### src/rtl/wb_port_arbiter.sv
// wb_port_arbiter
// Shares the single register-file write port among five result producers
// (0=ALU, 1=LSU load, 2=MUL, 3=DIV, 4=CSR) using rotating priority.
// The winner's destination and data are registered into a writeback stage,
// together with the 3-bit result-mux select code of the granted producer.

module wb_port_arbiter #(
    parameter int XLEN = 32,
    parameter int NREQ = 5,
    parameter int RW   = 5
) (
    input  logic                 clk,
    input  logic                 rst_n,
    input  logic [NREQ-1:0]      req_valid,
    input  logic [NREQ*RW-1:0]   req_rd,
    input  logic [NREQ*XLEN-1:0] req_data,
    output logic [NREQ-1:0]      req_ready,
    input  logic                 wb_stall,
    output logic                 wb_we,
    output logic [RW-1:0]        wb_rd,
    output logic [XLEN-1:0]      wb_data,
    output logic [2:0]           wb_sel,
    output logic [2:0]           busy_cnt
);

    // Requester whose turn it is to be scanned first (always 0..4).
    logic [2:0]      rr_ptr;

    logic [3:0]      scan_sum;
    logic            found;
    logic [2:0]      grant_idx;
    logic [NREQ-1:0] grant_vec;
    logic            transfer;
    logic [RW-1:0]   sel_rd;
    logic [XLEN-1:0] sel_data;
    logic [NREQ-1:0] waiting;
    logic [2:0]      waiting_cnt;

    // Rotating-priority scan: first valid requester starting at rr_ptr, wrapping 4 -> 0.
    always_comb begin
        scan_sum  = 4'd0;
        found     = 1'b0;
        grant_idx = 3'd0;
        grant_vec = '0;
        for (int k = 0; k < NREQ; k++) begin
            scan_sum = {1'b0, rr_ptr} + 4'(k);
            if (scan_sum >= 4'(NREQ)) begin
                scan_sum = scan_sum - 4'(NREQ);
            end
            if (!found && req_valid[scan_sum[2:0]]) begin
                found                     = 1'b1;
                grant_idx                 = scan_sum[2:0];
                grant_vec[scan_sum[2:0]]  = 1'b1;
            end
        end
    end

    // A stalled write port suppresses every grant, so no producer is consumed.
    always_comb begin
        req_ready = wb_stall ? '0 : grant_vec;
        transfer  = found && !wb_stall;
        sel_rd    = req_rd[grant_idx*RW +: RW];
        sel_data  = req_data[grant_idx*XLEN +: XLEN];
    end

    // Count producers that are presenting a result but were not granted this cycle.
    always_comb begin
        waiting     = req_valid & ~req_ready;
        waiting_cnt = 3'd0;
        for (int i = 0; i < NREQ; i++) begin
            waiting_cnt = waiting_cnt + {2'b00, waiting[i]};
        end
    end

    // Priority pointer moves just past the producer that actually transferred.
    always_ff @(posedge clk) begin
        if (!rst_n) begin
            rr_ptr <= 3'd0;
        end else if (transfer) begin
            rr_ptr <= (grant_idx == 3'd4) ? 3'd0 : grant_idx + 3'd1;
        end
    end

    // Writeback stage: capture the winner; x0 destinations are consumed without a write.
    always_ff @(posedge clk) begin
        if (!rst_n) begin
            wb_we    <= 1'b0;
            wb_rd    <= '0;
            wb_data  <= '0;
            wb_sel   <= 3'd0;
            busy_cnt <= 3'd0;
        end else begin
            busy_cnt <= waiting_cnt;
            if (transfer) begin
                wb_we   <= (sel_rd != '0);
                wb_rd   <= sel_rd;
                wb_data <= sel_data;
                wb_sel  <= grant_idx;
            end else begin
                wb_we   <= 1'b0;
            end
        end
    end

endmodule
### config.mk
export PLATFORM = sky130hd
export DESIGN_NAME = wb_port_arbiter
export DESIGN_NICKNAME = d
export VERILOG_FILES = /design/src/rtl/wb_port_arbiter.sv
export SDC_FILE = /design/constraint.sdc
export NUM_CORES = 1
export LEC_CHECK = 0
export CORE_MARGIN = 5
export CORE_UTILIZATION = 45
export CTS_BUF_LIST = sky130_fd_sc_hd__clkbuf_8 sky130_fd_sc_hd__clkbuf_16
export DETAILED_ROUTE_END_ITERATION = 10
export GPL_TIMING_DRIVEN = 0
export PLACE_DENSITY = 0.95
export SLEW_MARGIN = 20
export SYNTH_ARGS = -nofsm -noshare
export SYNTH_HDL_FRONTEND = slang
export SYNTH_SLANG_ARGS = --single-unit
### constraint.sdc
create_clock -name clk -period 11.8 [get_ports clk]
set_clock_uncertainty 0.2 [all_clocks]
set_input_delay 1.77 -clock clk [delete_from_list [all_inputs] [get_ports clk]]
set_output_delay 1.77 -clock clk [all_outputs]
set_load 0.01 [all_outputs]
# [After elaboration in Yosys (flattened, before gate mapping)]
# Cells that the tools add are included.
[totals] reg_bits=47 latch_bits=0 mem_bits_rw=0 romBits=0 inputBits=193 out_inout_bits=49 word_cells=104 memories=0
[op_classes] n_addsub=14 mul=1 div_mod_pow=0 magnitude_cmp=15 eq_ne=1 shifts=2 n_mux=42 bitwise_logic=6 reduce_logical=17
[ops] op="$shiftx A160 B9 Y32" count=1
[ops] op="$mux W3" count=11
[ops] op="$mux W5" count=6
[ops] op="$shiftx A25 B7 Y5" count=1
[ops] op="$lt A3 B4 Y1 const B" count=5
[ops] op="$or A5 B5 Y5" count=4
[ops] op="$ge A4 B3 Y1 const B" count=4
[ops] op="$bmux W1 S3" count=5
[ops] op="$demux W1 S3" count=5
[ops] op="$ge A3 B1 Y1 const B" count=5
[ops] op="$mux W1" count=15
[ops] op="$sub A3 B3 Y3 const B" count=5
[ops] op="$logic_and A1 B1 Y1" count=10
[ops] op="$add A3 B2 Y4 const B" count=2
[ops] op="$add A3 B1 Y3" count=2
[ops] op="$mul A3 B3 Y6 const B" count=1
[ops] op="$and A5 B5 Y5" count=1
[ops] op="$logic_not A1 Y1" count=5
[ops] op="$not A5 Y5" count=1
[ops] op="$reduce_bool A5 Y1" count=1
[ops] op="$add A3 B1 Y4 const B" count=1
[ops] op="$add A3 B3 Y4 const B" count=1
[ops] op="$add A2 B1 Y3" count=1
[ops] op="$add A3 B1 Y3 const B" count=1
[ops] op="other kinds (4)" count=4

# [Longest topological paths before layout]
[depth] ltp_word=24 depth_mapped=23 ltp_nobuf=18

# [Least setup slack after synthesis]
# OpenSTA, ideal clock, no wires.
[synth_timing] kind="in2out" startpoint="in req_valid[3]" endpoint="out req_ready[0]" t_arrival_ps=3990 t_required_ps=9830 slack_ps=5840 cell_stages=10 path_buffers=2 path_cell_list="and2_1 -> a2111oi_2 -> o21ai_1 -> o21a_1 -> or3_1 -> nor4_2 -> buf_2 -> buf_1 -> nand3_1 -> a31oi_1"
[synth_via] elab_chain_len=16 elab_cells_between_ends=32 classes_between="mux (20); bitwise (4); reduce/logical (8)"
[synth_lines] item="from (decl)" line_no="14" source="input logic [NREQ-1:0] req_valid,"
[synth_lines] item="$bmux W1 S3" line_no="50" source="if (!found && req_valid[scan_sum[2:0]]) begin"
[synth_lines] item="$mux W1 (implied by the code)" line_no="50"
[synth_lines] item="$mux W1" line_no="50"
[synth_lines] item="$logic_not A1 Y1" line_no="50"
[synth_lines] item="$logic_and A1 B1 Y1" line_no="50"
[synth_lines] item="$mux W1" line_no="50"
[synth_lines] item="$logic_not A1 Y1" line_no="50"
[synth_lines] item="$logic_and A1 B1 Y1" line_no="50"
[synth_lines] item="$mux W1" line_no="50"
[synth_lines] item="$logic_not A1 Y1" line_no="50"
[synth_lines] item="$logic_and A1 B1 Y1" line_no="50"
[synth_lines] item="$mux W1" line_no="50"
[synth_lines] item="$logic_not A1 Y1" line_no="50"
[synth_lines] item="$logic_and A1 B1 Y1" line_no="50"
[synth_lines] item="$mux W5 *" line_no="50"
[synth_lines] item="$mux W5 *" line_no="60" source="req_ready = wb_stall ? '0 : grant_vec;"
[synth_lines] item="to (decl)" line_no="17" source="output logic [NREQ-1:0] req_ready,"
# Mark *: on every way between the ends. The rest lies on a longest branch, timed or not. The select of a mux whose other input is x is not followed.

# [Worst setup path after layout]
[layout_timing] startpoint="reg rr_ptr[1]" endpoint="out req_ready[4]"
[layout_via] elab_chain_len=18 elab_cells_between_ends=76 classes_between="add/sub (9); order compare (15); mux (35); bitwise (4); reduce/logical (13)"
[layout_lines] item="from (decl)" line_no="27" source="logic [2:0] rr_ptr;"
[layout_lines] item="from (signal assigned)" line_no="80" source="rr_ptr <= (grant_idx == 3'd4) ? 3'd0 : grant_idx + 3'd1;"
[layout_lines] item="parallel branches: the longest is 16 deep, another holds $add A3 B1 Y4"
[layout_lines] item="$mux W5 *" line_no="50"
[layout_lines] item="$mux W5 *" line_no="60"
# Mark *: on every way between the ends. The select of a mux whose other input is x is not followed.

==> qor.yml <==
sta:
  slew_viol_final: 0
  slew_headroom: 0.534
  whs_ps: 309
  hold_viol: 0
  rsz0062_at_grt: "no"
  tns_ps: 0
  fin_crit_ps: 7920
  worstMarginPinSlew_ps: 689
  finalSetupViolCount: 0
  clock.fmax_ghz: 0.126
  finalCritPeriodShare: 0.671
cts:
  post_cts_buffers: 0
  cts-root-buf: "clkbuf_8"
  clkLatencyLatePin_ps: 300
  htreeDepth: 2
  cts_resized: 0
  cts_tree: "built"
  cts_hold_buffers: 0
  clkTransAtPathRegs_ps: 80
  cts_sinks: 47
  numCtsBuffers: 5
  max-clock-path-buffers: 2
placed_design:
  dp.cells: 1029
  gp_congestion: 1.03
  place_area_sq_mm: 0.00742
  place_hpwl_um: 17400
  io_buffers: 238
synth:
  synth_top_family_by_area: "compound AO/OA/AOI/OAI gates"
  synthXorXnorAreaFrac: 0.0126
  synth_enable_flop_cells: 0
  yosysWarningCount: 0
  ys_ff_latch: 47
  ys_types: 75
  synth_nets: 859
  syn_area_sq_mm: 0.00486
  synth_compound_area_frac: 0.428
  synthCells: 651
  avgSynthCellArea_sq_um: 7.46
  async_reset_ff_frac: 0
  seq_area_frac_synth: 0.194
  synth-simple-area-share: 0.188
  synth_mux_area_frac: 0.0332
  synthAdderAreaFrac: 0.0433
  synth-main-ff-cell: "dfxtp_1"
worst_hold_path:
  hold_start: "wb_sel[1]"
  min_path_type: "flop to flop"
cells_and_area:
  fin_cells: 1036
  antennaDiodeCount: 0
  layout_commonest_cell: "clkdlybuf4s50_1"
  fin_nets: 1104
  drive_above_1_share: 0.0614
  fin_util: 0.701
  num-fill-cells: 869
  final_cell_mix: "238 x clkdlybuf4s50_1, 102 x nand2_1, 81 x a211oi_1"
  fin_area_sq_mm: 0.00750
  synthToLayoutAreaGrowth_pct: 54.4
global_routing:
  grt_max_degree: 14
  grt_pass1_vias: 6097
  grtUsageTotal: 0.316
  antenna_found_initial: 0
  grt_overflow: 0
  grt_pass1_wl_um: 33100
worst_setup_path:
  cp_slowest_stage_delay_ps: 640
  crit_arrival_ps: 5950
  path_cells: "clkbuf_1, inv_1, ha_1, ha_1, clkbuf_1, o21bai_1, o21ai_0, a32oi_1, o21ai_1, and2_1, buf_2, buf_2, nor4_2, a211oi_2, nor2_2, buf_2, clkdlybuf4s50_1"
  worstSetupEndpointType: "output port"
  required_ps: 9830
  cp_max_fo: 10
  worstReg2RegStart: "rr_ptr[1]"
  slowest_stage: "nor4_2"
  start_kind: "flop"
  critical_path_class: "flop to output port"
  path_common_cell: "buf_2"
  cp-startpoint: "rr_ptr[1]"
floorplanning:
  fp.dieW_um: 114
  rows: 38
  die_area_sq_mm: 0.0130
  core_sq_mm: 0.0107
  die_y_um: 114
  ios: 242
  initial_utilization: 0.454
route:
  drc: 0
  postRouteAntennaNets: 0
  drtIter0Drc: 732
  post_drt_wl_per_cell_um: 21.0
  vias: 6414
  firstDrtPassIters: 5
  vias_per_cell: 6.19
  drt-total-wl_um: 21800
run_status:
  outcome: "completed"
flow_run:
  drv_cap: 0
power:
  ir_drop_uv: 212
  power_density_mw_per_mm2: 336
  power.leakage_nw: 2.91
-- layer usage --
layer,track usage,up-vias,wire length (um)
li1,-,2948,-
met1,0.394,2958,8270
met2,0.522,427,10100
met3,0.0828,81,2490
met4,0.122,0,981
met5,0,-,0
-- flip-flops by register name, summed over array words and instances (netlist names) --
| register | count |
|---|---|
| wb_data | 32 |
| wb_rd | 5 |
| busy_cnt | 3 |
| rr_ptr | 3 |
| wb_sel | 3 |
| wb_we | 1 |
-- synth_stat cells, drive strengths merged, types with 3 or more instances --
master / count / area, sq um
nand2: 103 / 389
a211oi: 82 / 621
inv: 49 / 186
dfxtp: 47 / 941
a311oi: 36 / 315
clkbuf: 32 / 120
buf: 31 / 184
o21a: 27 / 203
a22o: 25 / 219
nor2: 25 / 96.4
a21oi: 12 / 71.3
and2: 12 / 75.1
ha: 12 / 150
o21ai: 11 / 55.1
nand2b: 10 / 62.6
o221a: 10 / 113
nand3: 9 / 45.0
a31oi: 8 / 50.1
nor2b: 8 / 50.1
a21o: 7 / 52.6
mux2: 7 / 78.8
nor3: 7 / 35.0
a221oi: 6 / 52.6
mux2i: 6 / 60.1
nor4: 6 / 50.0
xnor2: 6 / 52.6
nand4: 5 / 31.3
and3: 4 / 25.0
o211ai: 4 / 30.0
a2111oi: 3 / 51.3
a211o: 3 / 26.3
a22oi: 3 / 22.5
fa: 3 / 60.1
or3: 3 / 18.8
-- power by group --
part           internal (mW)  total [mW]  switching, mW
Clock                 0.0461       0.103         0.0565
Combinational          0.864        2.17           1.31
Sequential             0.217       0.249         0.0323
Total                   1.13        2.52           1.40
-- kinds of logic (layout without fill, tap and decap cells) --
group | count (synthesis) | count (layout)
buffers and inverters | 112 | 357
AND/OR/NAND/NOR | 197 | 197
XOR/XNOR | 7 | 7
adder cells (fa/ha/maj) | 15 | 15
flip-flops | 47 | 47
AO/OA/AOI/OAI | 259 | 259
multiplexers | 14 | 14
-- cell type report --
type                       count  area (sq um)  area share
clock buffer                   6          82.6      0.0110
tap                          140           175      0.0233
sequential                    47           941       0.125
clock inverter                 1          5.00    0.000667
timing repair buffer         238          2380       0.317
buffer                        63           304      0.0405
multi-input combinational    492          3430       0.457
inverter                      49           186      0.0248
-- metrics by stage --
step | worst slack [ps] | total power, mW
3_3_place_gp | 4190 | 2.31
2_1_floorplan | 5840 | 1.73
5_1_grt | 3520 | 2.69
3_5_place_dp | 4160 | 2.36
6_report | 3880 | 2.52
4_1_cts | 4030 | 2.47
-- critical path, delay by kind of cell, from the launching register on --
family                   cells  cell delay, ps
AO/OA/AOI/OAI                5            1090
AND/OR/NAND/NOR              3            1170
adder cells (fa/ha/maj)      2             590
buffers and inverters        7            2290
flip-flops                   1             490
-- final timing paths --
check	cells past startpoint	end	slack, ps
max	17	req_ready[4]	3880
max reg2reg	20	busy_cnt[1]	5500
min reg2reg	2	wb_sel[1]	310
min	2	wb_sel[1]	310
Note: power is estimated with default switching activity, not from simulation.
